==> src/rtl/voice_mixer.sv <==
// Three-voice sample mixer: on each codec request it pulses the voices,
// waits VOICE_LATENCY cycles, then outputs the saturated or normalised sum.
module voice_mixer #(
    parameter int VOICE_LATENCY = 3,
    parameter bit SATURATE      = 1'b1
) (
    input  logic               clk,
    input  logic               reset,
    input  logic               new_sample_ready,
    input  logic [2:0]         voice_active,
    input  logic signed [15:0] sample0,
    input  logic signed [15:0] sample1,
    input  logic signed [15:0] sample2,
    input  logic               clear_overrun,
    output logic               generate_next_sample,
    output logic signed [15:0] mixed_sample,
    output logic               mixed_valid,
    output logic               overrun
);

    localparam logic [1:0] S_IDLE    = 2'd0;
    localparam logic [1:0] S_REQUEST = 2'd1;
    localparam logic [1:0] S_WAIT    = 2'd2;
    localparam logic [1:0] S_SUM     = 2'd3;

    localparam logic [3:0] WAIT_LOAD = 4'(VOICE_LATENCY - 1);

    logic [1:0]         state_q, state_d;
    logic [3:0]         cnt_q, cnt_d;
    logic signed [15:0] mixed_q, mixed_d;
    logic               overrun_q, overrun_d;

    logic signed [17:0] ext0, ext1, ext2, sum18, shifted;
    logic signed [15:0] result;
    logic               busy;

    always_comb begin
        state_d = state_q;
        cnt_d   = cnt_q;
        case (state_q)
            S_IDLE:    if (new_sample_ready) state_d = S_REQUEST;
            S_REQUEST: begin
                cnt_d   = WAIT_LOAD;
                state_d = S_WAIT;
            end
            S_WAIT: begin
                if (cnt_q == 4'd0) state_d = S_SUM;
                else               cnt_d   = cnt_q - 4'd1;
            end
            default:   state_d = S_IDLE;
        endcase
    end

    // Masked, sign-extended operands; three 16-bit values cannot overflow 18 bits.
    always_comb begin
        ext0  = voice_active[0] ? {{2{sample0[15]}}, sample0} : 18'sd0;
        ext1  = voice_active[1] ? {{2{sample1[15]}}, sample1} : 18'sd0;
        ext2  = voice_active[2] ? {{2{sample2[15]}}, sample2} : 18'sd0;
        sum18 = ext0 + ext1 + ext2;
    end

    always_comb begin
        shifted = sum18;
        result  = sum18[15:0];
        if (SATURATE) begin
            if (sum18 > 18'sd32767)       result = 16'sh7fff;
            else if (sum18 < -18'sd32768) result = -16'sh8000;
        end else begin
            case (voice_active)
                3'b011, 3'b101, 3'b110: shifted = sum18 >>> 1;
                3'b111:                 shifted = sum18 >>> 2;
                default:                shifted = sum18;
            endcase
            result = shifted[15:0];
        end
    end

    assign busy      = (state_q != S_IDLE);
    assign mixed_d   = (state_q == S_SUM) ? result : mixed_q;
    // A dropped request in the same cycle as a clear keeps the flag set.
    assign overrun_d = (new_sample_ready && busy) ? 1'b1 :
                       clear_overrun              ? 1'b0 : overrun_q;

    always_ff @(posedge clk) begin
        if (reset) begin
            state_q   <= S_IDLE;
            cnt_q     <= 4'd0;
            mixed_q   <= 16'sd0;
            overrun_q <= 1'b0;
        end else begin
            state_q   <= state_d;
            cnt_q     <= cnt_d;
            mixed_q   <= mixed_d;
            overrun_q <= overrun_d;
        end
    end

    // The SUM-cycle result is forwarded so data and valid appear together.
    assign generate_next_sample = (state_q == S_REQUEST);
    assign mixed_valid          = (state_q == S_SUM);
    assign mixed_sample         = mixed_d;
    assign overrun              = overrun_q;

endmodule
==> config.mk <==
export PLATFORM = sky130hd
export DESIGN_NAME = voice_mixer
export DESIGN_NICKNAME = d
export VERILOG_FILES = /design/src/rtl/voice_mixer.sv
export SDC_FILE = /design/constraint.sdc
export NUM_CORES = 1
export LEC_CHECK = 0
export CORE_MARGIN = 2
export CORE_UTILIZATION = 54
export DETAILED_ROUTE_END_ITERATION = 16
export PLACE_DENSITY = 0.92
export SYNTH_ARGS = -nofsm -noshare
export SYNTH_HDL_FRONTEND = slang
export SYNTH_SLANG_ARGS = --single-unit
==> constraint.sdc <==
create_clock -name clk -period 8.6 [get_ports clk]
set_clock_uncertainty 0.1 [all_clocks]
set_input_delay 1.72 -clock clk [delete_from_list [all_inputs] [get_ports clk]]
set_output_delay 1.72 -clock clk [all_outputs]
set_load 0.01 [all_outputs]
-- Yosys cells after proc, flatten, opt, wreduce, memory -nomap -nowiden
Cells that the tools add are included.
- $add $sub $neg: 3
- magnitude comparators: 2
- eq/ne operators: 6
- muxes and demuxes: 13
- reduce and logical (&&, ||, !) cells: 8
- operators by type and width (kind ; count):
    two-way mux 18 bit ; 3
    two-way mux 16 bit ; 3
    adder 18 bit ; 2
    greater-than comparator 18 x 16 -> 1 bit, second input constant ; 1
    < comparator 18 x 16 -> 1 bit, second input constant ; 1
    case mux 4 bit (2 select lines) ; 1
    inequality test 2 bit, second input constant ; 3
    case mux 2 bit (3 select lines) ; 1
    nonzero test 2 bit ; 3
    equality test 2 bit, second input constant ; 2
    logical NOT 4 bit ; 1
    two-way mux 2 bit ; 2
    two-way mux 4 bit ; 1
    AND reduction 2 bit ; 2
    subtractor 4 x 1 -> 4 bit, second input constant ; 1
    equality test 2 x 1 -> 1 bit, second input constant ; 1
    logical NOT 2 bit ; 1
    two-way mux 1 bit ; 2
    logical AND 1 bit ; 1
- flip-flop bits (word level): 23
- input port bits: 55
- output and inout port bits: 19

-- Depth between registers and ports, before layout
Gate-level depths: netlist of run 1.
- word-level depth: 7
- mapped depth: 15
- mapped depth without buffers: 13

-- Least setup slack after synthesis of run 1
Ideal clock, no wire load.
- path kind: input -> output
- from: input voice_active[0]
- to: output mixed_sample[7]
- arrival time: 4869 ps
- required time: 6780 ps
- setup slack: 1911 ps
- stages: 15
- path buffers: 3
- cells stage by stage: clkbuf_1 nand2_1 fa_1 inv_1 ha_1 buf_6 a21o_1 a221o_1 a22o_1 a21oi_2 o21ai_2 a21oi_4 nor2_8 buf_8 a211oi_1
- cells in the longest elaborated chain, start to end: 7
- ends and longest elaborated chain (element ; RTL line ; source):
    start: declaration ; 10 ; input logic [2:0] voice_active,
    two-way mux 18 bit * ; 56 ; ext0 = voice_active[0] ? {{2{sample0[15]}}, sample0} : 18'sd0;
    adder 18 bit * (2 in series) ; 59 ; sum18 = ext0 + ext1 + ext2;
    < comparator 18 x 16 -> 1 bit ; 67 ; else if (sum18 < -18'sd32768) result = -16'sh8000;
    two-way mux 16 bit ; 67 ;
    two-way mux 16 bit * ; 66 ; if (sum18 > 18'sd32767) result = 16'sh7fff;
    two-way mux 16 bit * ; 79 ; assign mixed_d = (state_q == S_SUM) ? result : mixed_q;
    end: declaration ; 16 ; output logic signed [15:0] mixed_sample,
Mark *: on every way between the ends. The rest lies on a longest branch, timed or not.

-- Worst setup path after layout of run 1
- from: input voice_active[1]
- to: output mixed_sample[7]
- cells in the longest elaborated chain, start to end: 7
- ends and longest elaborated chain (element ; RTL line ; source):
    two-way mux 18 bit * ; 57 ; ext1 = voice_active[1] ? {{2{sample1[15]}}, sample1} : 18'sd0;
    adder 18 bit * (2 in series) ; 59 ;
    < comparator 18 x 16 -> 1 bit ; 67 ;
    two-way mux 16 bit ; 67 ;
    two-way mux 16 bit * ; 66 ;
    two-way mux 16 bit * ; 79 ;
Marked as above.

==> results of run 1 <==
==> metrics by stage <==
| step | hold WS, ps | worst slack, ps | utilization (%) | cells |
|---|---|---|---|---|
| global placement | 361 | 529 | 72.1 | 457 |
| CTS | 382 | 339 | 73.0 | 461 |
| global route | 402 | 64.9 | 73.0 | 461 |
| detailed placement | 372 | 337 | 72.1 | 457 |
| floorplan | 353 | 1910 | - | 332 |
| finish | 379 | 274 | 73.0 | 461 |
==> cell usage after synthesis (5+ instances only) <==
cell type  number
xor2_1          9
fa_1           17
o21ai_0         6
a211oi_1        5
and2_1          7
dfxtp_1        23
ha_1           22
a211oi_2        6
nand2_1        62
a31oi_1         6
clkbuf_1       11
a21o_1          7
nor2_1         21
a21oi_1        13
inv_1          39
nand3_1         6
==> layer usage <==
| layer | GRT usage (%) | vias to the layer above |
|---|---|---|
| li1 | - | 1274 |
| met1 | 27.7 | 1219 |
| met2 | 44.6 | 66 |
| met3 | 3.08 | 8 |
| met4 | 4.48 | 0 |
| met5 | 0 | - |
==> worst max path at each step <==
stage / to / slack (ps) / cells after the start
2_1_floorplan: mixed_sample[7] / 1910 / 15
3_3_place_gp: mixed_sample[7] / 530 / 14
3_5_place_dp: mixed_sample[7] / 340 / 14
4_1_cts: mixed_sample[7] / 340 / 14
5_1_grt: mixed_sample[7] / 60 / 14
6_report: mixed_sample[7] / 270 / 14
==> critical path: stages <==
cell and delay [ps]:
clkdlybuf4s50_1 850, and2_1 240, fa_1 440, ha_1 250, fa_1 400, a21o_1 220, a221oi_2 420, o21bai_1 210
a21oi_2 210, xor2_2 400, a21oi_4 150, nor2_8 320, a211oi_1 120, clkdlybuf4s50_1 530
==> area by class of cell <==
class	count	area (um2)
Multi-Input combinational cell	254	2050
Fill cell	379	1300
Timing Repair Buffer	73	731
Sequential cell	23	460
Inverter	40	150
Tap cell	67	83.8
Clock buffer	4	45.0
==> power breakdown <==
part | internal, mW | switching [mW] | total (mW)
sequential | 0.116 | 0.00552 | 0.122
clock | 0.0330 | 0.0326 | 0.0657
combinational | 0.122 | 0.156 | 0.278
==> registers in the layout, indices dropped and copies added, names as in the netlist <==
name	cells
mixed_q	16
cnt_q	4
overrun	1
state_q	2
==> layout by cell type (no fill, tap or decap), types with 5 or more instances in the layout <==
cell	synthesis	routed
a21oi_1	13	13
nor2_1	21	21
nand3_1	6	6
fa_1	17	17
ha_1	22	22
nand2_1	62	62
a31oi_1	6	6
o21ai_0	6	6
a211oi_1	5	5
inv_1	39	39
xor2_1	9	9
a211oi_2	6	6
clkdlybuf4s50_1	0	73
dfxtp_1	23	23
and2_1	7	7
a21o_1	7	7
==> cell families after synthesis <==
group           after synthesis
xor+xnor                     14
flops                        23
buf+inv                      55
compound gates               83
fa+ha+maj                    39
mux                           2
simple gates                116
==> flow_metrics.py, run 1 <==
metrics = {
    "outcome": {
        "outcome": "finished, final reports clean",
    },
    "timing": {
        "fmax_mhz": 120,
        "period_share_pct": 96.8,
        "slew_headroom_pct": 30.5,
        "rsz0062_at_grt": "false",
        "finalHoldViolations": 0,
        "tightest_slew_ps": 1040,
        "slew_viol_final": 0,
        "setup_violations": 0,
        "fin_tns_setup_ps": 0,
        "min_period_ps": 8330,
    },
    "yosys": {
        "synth_top_area_cell": "dfxtp_1",
        "synth.net_count": 426,
        "yosysSeqAreaShare_pct": 16.8,
        "synth_adder_area_share_pct": 22.4,
        "synth_top_family_by_area": "compound AO/OA/AOI/OAI gates",
        "yosysWarnings": 0,
        "syn_area_um2": 2740,
        "synth_xor_area_share_pct": 4.74,
        "yosys.area_share.simple_pct": 19.7,
        "syn_inst": 332,
        "synthArstFlopShare_pct": 0,
        "ys_ff_latch": 23,
        "muxShareOfSynthArea_pct": 0.776,
        "ys_top_cells_by_area": "dfxtp_1, fa_1, ha_1",
        "synth_compound_area_share_pct": 27.1,
        "yosysUniqueCellTypes": 58,
        "syn_avg_cell_area_um2": 8.26,
        "synth_edf_count": 0,
        "synth_ff_type": "dfxtp_1",
        "yosys.area.top_type_share_pct": 16.8,
    },
    "worst_setup_path": {
        "critPathKind": "in -> out",
        "cp-start-kind": "input port",
        "crit_arrival_ps": 6510,
        "r2r-start": "state_q[0]",
        "cp_max_fo": 16,
        "reg2reg_slack_ps": 6020,
        "crit_start": "voice_active[1]",
        "r2r_end": "mixed_q[11]",
        "end_kind": "output pin",
        "crit_required_ps": 6780,
        "reg2regPathDepth": 5,
    },
    "drt": {
        "vias_per_cell": 5.57,
        "drc": 0,
        "routed_wl_um": 6260,
        "wl_met2_um": 3310,
        "first_iter_violations": 129,
        "vias": 2567,
        "wl_met1_um": 2600,
        "highest_layer": "met4",
        "first_pass_iters": 4,
        "dr_wl_met3_um": 260,
        "ant_nets": 0,
        "wl_per_cell_um": 13.6,
    },
    "die": {
        "core_um2": 4820,
        "chipHeight_um": 75.3,
        "die_area_um2": 5660,
        "start_util_pct": 56.9,
        "die_w_um": 75.3,
        "num_rows": 25,
        "ios": 74,
    },
    "grt": {
        "antenna_found_initial": 0,
        "grt_use_total_pct": 23.3,
        "grt_pass1_vias": 2475,
        "grt_pass1_wl_um": 10600,
        "globalRouteOverflowTotal": 0,
        "grt_max_degree": 24,
    },
    "placement": {
        "place_hpwl_um": 5000,
        "dpl-instance-area_um2": 3470,
        "place.gp.congestion": 0.850,
        "portBuffers": 73,
    },
    "min_path": {
        "holdPathEnd": "mixed_q[3]",
        "hp-start": "mixed_q[3]",
        "hold_path_depth": 2,
        "hold_class": "reg -> reg",
    },
    "clocking": {
        "clk_pin_slew_worst_paths_ps": 80,
        "cts_buffers": 3,
        "clock-sinks": 23,
        "cts_resized": 0,
        "cts_buffer_depth": 2,
        "cts_hold_buffers": 0,
        "clock_latency_ps": 260,
        "htree_num_levels": 1,
        "root_buffer": "clkbuf_8",
        "postCtsSetupRepairBufs": 0,
        "cts_tree": "built",
    },
    "cells_and_area": {
        "area_delta_synth_final_pct": 28.3,
        "fin_area_um2": 3520,
        "diodes": 0,
        "drive_gt1_share_pct": 7.61,
        "nets": 489,
    },
    "run": {
        "cap_violations": 0,
    },
    "pwr": {
        "cellLeakagePower_nw": 1.56,
        "fin_total_pwr_mw": 0.465,
        "power.density_nw_per_um2": 132,
        "ir_drop_mv": 0.0740,
    },
}
Note: power is estimated with default switching activity, not from simulation.
==> inputs of run 2 (changes only) <==
- CORE_UTILIZATION: 54 -> 45
- GPL_ROUTABILITY_DRIVEN: not set -> 0
- PLACE_DENSITY: 0.92 -> 0.79
- clock period: 8.6 -> 10 ns (I/O delays scaled with it)
==> flow_metrics.py, run 2 (synthesis results as in run 1) <==
metrics = {
    "outcome": {
        "outcome": "finished, final reports clean",
    },
    "worst_setup_path": {
        "cp_max_fo": 16,
        "critPathKind": "in -> out",
        "reg2reg_slack_ps": 7440,
        "crit_arrival_ps": 6700,
        "r2r-start": "state_q[0]",
        "crit_start": "voice_active[1]",
        "crit_end": "mixed_sample[7]",
        "crit_required_ps": 7900,
        "cp-start-kind": "input port",
        "reg2regPathDepth": 4,
        "end_kind": "output pin",
        "r2r_end": "mixed_q[12]",
    },
    "placement": {
        "portBuffers": 73,
        "dpl-instance-area_um2": 3480,
        "place_hpwl_um": 4980,
    },
    "drt": {
        "first_pass_iters": 4,
        "drc": 0,
        "vias_per_cell": 5.37,
        "wl_per_cell_um": 13.0,
        "ant_nets": 0,
        "routed_wl_um": 6070,
        "vias": 2517,
        "first_iter_violations": 73,
    },
    "pwr": {
        "ir_drop_mv": 0.0579,
        "fin_total_pwr_mw": 0.398,
        "cellLeakagePower_nw": 1.56,
        "clockPowerShare_pct": 14.5,
        "p_int_mw": 0.232,
        "combPwrFrac_pct": 59.2,
        "switching_share_pct": 41.6,
        "switchingPower_mw": 0.165,
        "power.density_nw_per_um2": 113,
        "p_seq_share_pct": 26.4,
    },
    "die": {
        "num_rows": 28,
        "core_um2": 5920,
        "ios": 74,
        "die_area_um2": 6740,
        "chipHeight_um": 82.1,
        "start_util_pct": 46.3,
        "die_w_um": 82.1,
    },
    "cells_and_area": {
        "fin_util_pct": 59.6,
        "regArea_um2": 460,
        "diodes": 0,
        "final_common_cell": "clkdlybuf4s50_1",
        "final_cell_mix": "clkdlybuf4s50_1, nand2_1, inv_1",
        "largest-register": "mixed_q",
        "nets": 489,
        "reg_top3": "mixed_q x16, cnt_q x4, state_q x2",
        "largest_reg_flops": 16,
        "multi_input_area_um2": 2050,
        "area_delta_synth_final_pct": 28.7,
        "nFillCells": 550,
        "fin_area_um2": 3530,
        "drive_gt1_share_pct": 7.87,
    },
    "timing": {
        "rsz0062_at_grt": "false",
        "tightest_slew_ps": 1070,
        "whs_ps": 378,
        "setup_violations": 0,
        "period_share_pct": 88.0,
        "min_period_ps": 8800,
        "slew_headroom_pct": 28.2,
        "fmax_mhz": 114,
        "finalHoldViolations": 0,
        "fin_tns_setup_ps": 0,
        "slew_viol_final": 0,
    },
    "clocking": {
        "cts_buffers": 3,
        "clk_pin_slew_worst_paths_ps": 80,
        "cts_tree": "built",
        "cts_resized": 0,
        "root_buffer": "clkbuf_8",
        "clock-sinks": 23,
        "clock_latency_ps": 270,
        "htree_num_levels": 1,
        "cts_buffer_depth": 2,
        "cts_hold_buffers": 0,
        "postCtsSetupRepairBufs": 0,
    },
    "run": {
        "cap_violations": 0,
    },
    "grt": {
        "antenna_found_initial": 0,
        "globalRouteOverflowTotal": 0,
        "grt_pass1_vias": 2519,
        "grt_use_total_pct": 19.5,
        "grt_pass1_wl_um": 10700,
        "grt_max_degree": 24,
    },
    "min_path": {
        "hold_class": "reg -> reg",
        "hp-start": "mixed_q[14]",
    },
}
-- run 2: changes by cell type in the layout (fill, tap and decap cells not counted), sizes merged --
| cell | before | now |
|---|---|---|
| clkbuf | 4 | 3 |
| clkinv | 1 | 2 |
-- run 2: how the worst min path moves through the flow --
stage	endpoint	cells past startpoint
6_report	mixed_q[14]	2
4_1_cts	mixed_q[14]	2
3_3_place_gp	mixed_q[14]	2
2_1_floorplan	mixed_q[14]	2
5_1_grt	mixed_q[3]	2
3_5_place_dp	mixed_q[14]	2
-- run 2: per-layer routing --
metal / global-route usage (%) / share of wire, %
met1: 24.0 / 43
met2: 36.9 / 54
met3: 2.09 / 2.6
met4: 3.33 / 0.94
met5: 0 / 0
-- run 2: final cells by class --
type / count / share of cell area (%)
inverters: 40 / 4.25
clock buffers: 3 / 1.17
clock inverters: 1 / 0.142
well taps: 75 / 2.66
flip-flops and latches: 23 / 13.0
repair buffers: 73 / 20.7
multi-input cells: 254 / 58.0
-- run 2: critical path, stage by stage --
cell	delay, ps
clkdlybuf4s50_1	820
and2_1	240
fa_1	420
ha_1	250
fa_1	400
a21o_1	210
a221oi_2	410
o21bai_1	200
a21oi_2	220
xor2_2	390
a21oi_4	150
nor2_8	310
a211oi_1	150
clkdlybuf4s50_1	500
-- run 2: power by group through the flow --
stage	combinational [mW]	sequential [mW]	clock (mW)
after global placement	0.232	0.107	0
final	0.235	0.105	0.0575
after detailed placement	0.236	0.107	0
after CTS	0.237	0.105	0.0592
after global routing	0.264	0.106	0.0642
after floorplan	0.165	0.106	0
-- run 2: through the flow --
step           cells  setup slack [ps]
3_5_place_dp     465              1240
6_report         469              1200
2_1_floorplan    332              2750
4_1_cts          469              1220
5_1_grt          469               925
3_3_place_gp     465              1370
==> inputs of run 3 (changes only) <==
- CORE_MARGIN: 2 -> not set
==> flow_metrics.py, run 3 (synthesis results as in run 1) <==
metrics = {
    "drt": {
        "vias": 2555,
        "routed_wl_um": 6040,
        "ant_nets": 0,
        "drc": 0,
        "first_pass_iters": 5,
        "first_iter_violations": 95,
        "vias_per_cell": 5.45,
        "wl_per_cell_um": 12.9,
    },
    "clocking": {
        "htree_num_levels": 1,
        "root_buffer": "clkbuf_8",
        "postCtsSetupRepairBufs": 0,
        "clock-sinks": 23,
        "cts_resized": 0,
        "cts_buffers": 3,
        "cts_tree": "built",
        "cts_buffer_depth": 2,
        "cts_hold_buffers": 0,
        "clk_pin_slew_worst_paths_ps": 80,
        "clock_latency_ps": 270,
    },
    "grt": {
        "gr-usage-met1_pct": 23.8,
        "grt.busiest_layer": "met2",
        "grt_use_total_pct": 20.8,
        "grt_max_degree": 24,
        "antenna_found_initial": 0,
        "met3_usage_pct": 1.93,
        "grt_pass1_vias": 2571,
        "grt_pass1_wl_um": 10800,
        "grt_use_met2_pct": 40.2,
        "globalRouteOverflowTotal": 0,
    },
    "placement": {
        "place_hpwl_um": 4880,
        "pre_cts_ws_ps": 1200,
        "placed_cells": 465,
        "portBuffers": 73,
        "dpl-instance-area_um2": 3480,
    },
    "cells_and_area": {
        "reg_top3": "mixed_q x16, cnt_q x4, state_q x2",
        "final_common_cell": "clkdlybuf4s50_1",
        "final_cell_mix": "clkdlybuf4s50_1, nand2_1, inv_1",
        "largest_reg_flops": 16,
        "nets": 489,
        "area_delta_synth_final_pct": 28.7,
        "regArea_um2": 460,
        "largest-register": "mixed_q",
        "fin_cells": 469,
        "drive_gt1_share_pct": 7.87,
        "nFillCells": 540,
        "multi_input_area_um2": 2050,
        "fin_area_um2": 3530,
        "diodes": 0,
        "fin_util_pct": 60.0,
    },
    "min_path": {
        "hp-start": "mixed_q[14]",
        "hold_path_depth": 2,
        "hold_class": "reg -> reg",
    },
    "outcome": {
        "outcome": "finished, final reports clean",
    },
    "pwr": {
        "power.density_nw_per_um2": 113,
        "cellLeakagePower_nw": 1.56,
        "ir_drop_mv": 0.0576,
        "fin_total_pwr_mw": 0.398,
    },
    "worst_setup_path": {
        "crit_required_ps": 7900,
        "reg2regPathDepth": 4,
        "cp-start-kind": "input port",
        "cp_max_fo": 16,
        "path_buf_inv": 2,
        "path_cells": "clkdlybuf4s50_1, and2_1, fa_1, ha_1, fa_1, a21o_1, a221oi_2, o21bai_1, a21oi_2, xor2_2, a21oi_4, nor2_8, a211oi_1, clkdlybuf4s50_1",
        "crit_start": "voice_active[1]",
        "critPathTopFamily": "buffers and inverters",
        "crit_arrival_ps": 6720,
        "crit_slowest_cell": "clkdlybuf4s50_1",
        "critPathKind": "in -> out",
        "end_kind": "output pin",
        "cp.depth": 14,
        "r2r-start": "state_q[0]",
        "max_stage_delay_ps": 820,
    },
    "timing": {
        "fin_tns_setup_ps": 0,
        "slew_headroom_pct": 30.6,
        "fin_ws_ps": 1180,
        "tightest_slew_ps": 1040,
        "min_period_ps": 8820,
        "setup_violations": 0,
        "fmax_mhz": 113,
        "period_share_pct": 88.2,
        "rsz0062_at_grt": "false",
        "finalHoldViolations": 0,
        "whs_ps": 376,
        "slew_viol_final": 0,
    },
    "die": {
        "core_um2": 5890,
        "die_w_um": 80.1,
        "start_util_pct": 46.6,
        "chipHeight_um": 80.1,
        "num_rows": 28,
        "ios": 74,
        "die_area_um2": 6410,
    },
    "run": {
        "cap_violations": 0,
    },
}
[run 3: cell counts in the layout (fill, tap and decap cells not counted)]
Identical to the previous run, type by type.
[run 3: worst reg2reg max path, stage by stage, from the launching register on]
cell and delay (ps):
dfxtp_1 390, ha_1 700, clkinv_1 580, a211o_1 520, a31oi_1 200
[run 3: power by group]
group	switching [mW]	internal [mW]	leakage (nW)
combinational	0.131	0.104	1.35
clock	0.0300	0.0279	0.0255
sequential	0.00468	0.100	0.186
total	0.166	0.232	1.56
[run 3: final cells by class]
| cell class | instances | share of cell area, % |
|---|---|---|
| Clock buffer | 3 | 1.17 |
| Clock inverter | 1 | 0.142 |
| Inverter | 40 | 4.25 |
| Multi-Input combinational cell | 254 | 58.0 |
| Sequential cell | 23 | 13.0 |
| Tap cell | 75 | 2.66 |
| Timing Repair Buffer | 73 | 20.7 |
[run 3: per-layer routing]
metal | up-vias | share of wire [%]
met5 | - | 0
met1 | 1232 | 42
met4 | 0 | 1.3
li1 | 1270 | -
met2 | 47 | 54
met3 | 6 | 2.3
[run 3: path summary, 6_finish.rpt]
kind	end	slack, ps
worst max-delay path	mixed_sample[7]	1180
worst min-delay path	mixed_q[14]	380
worst max register to register	mixed_q[12]	7410
worst min register to register	mixed_q[14]	380
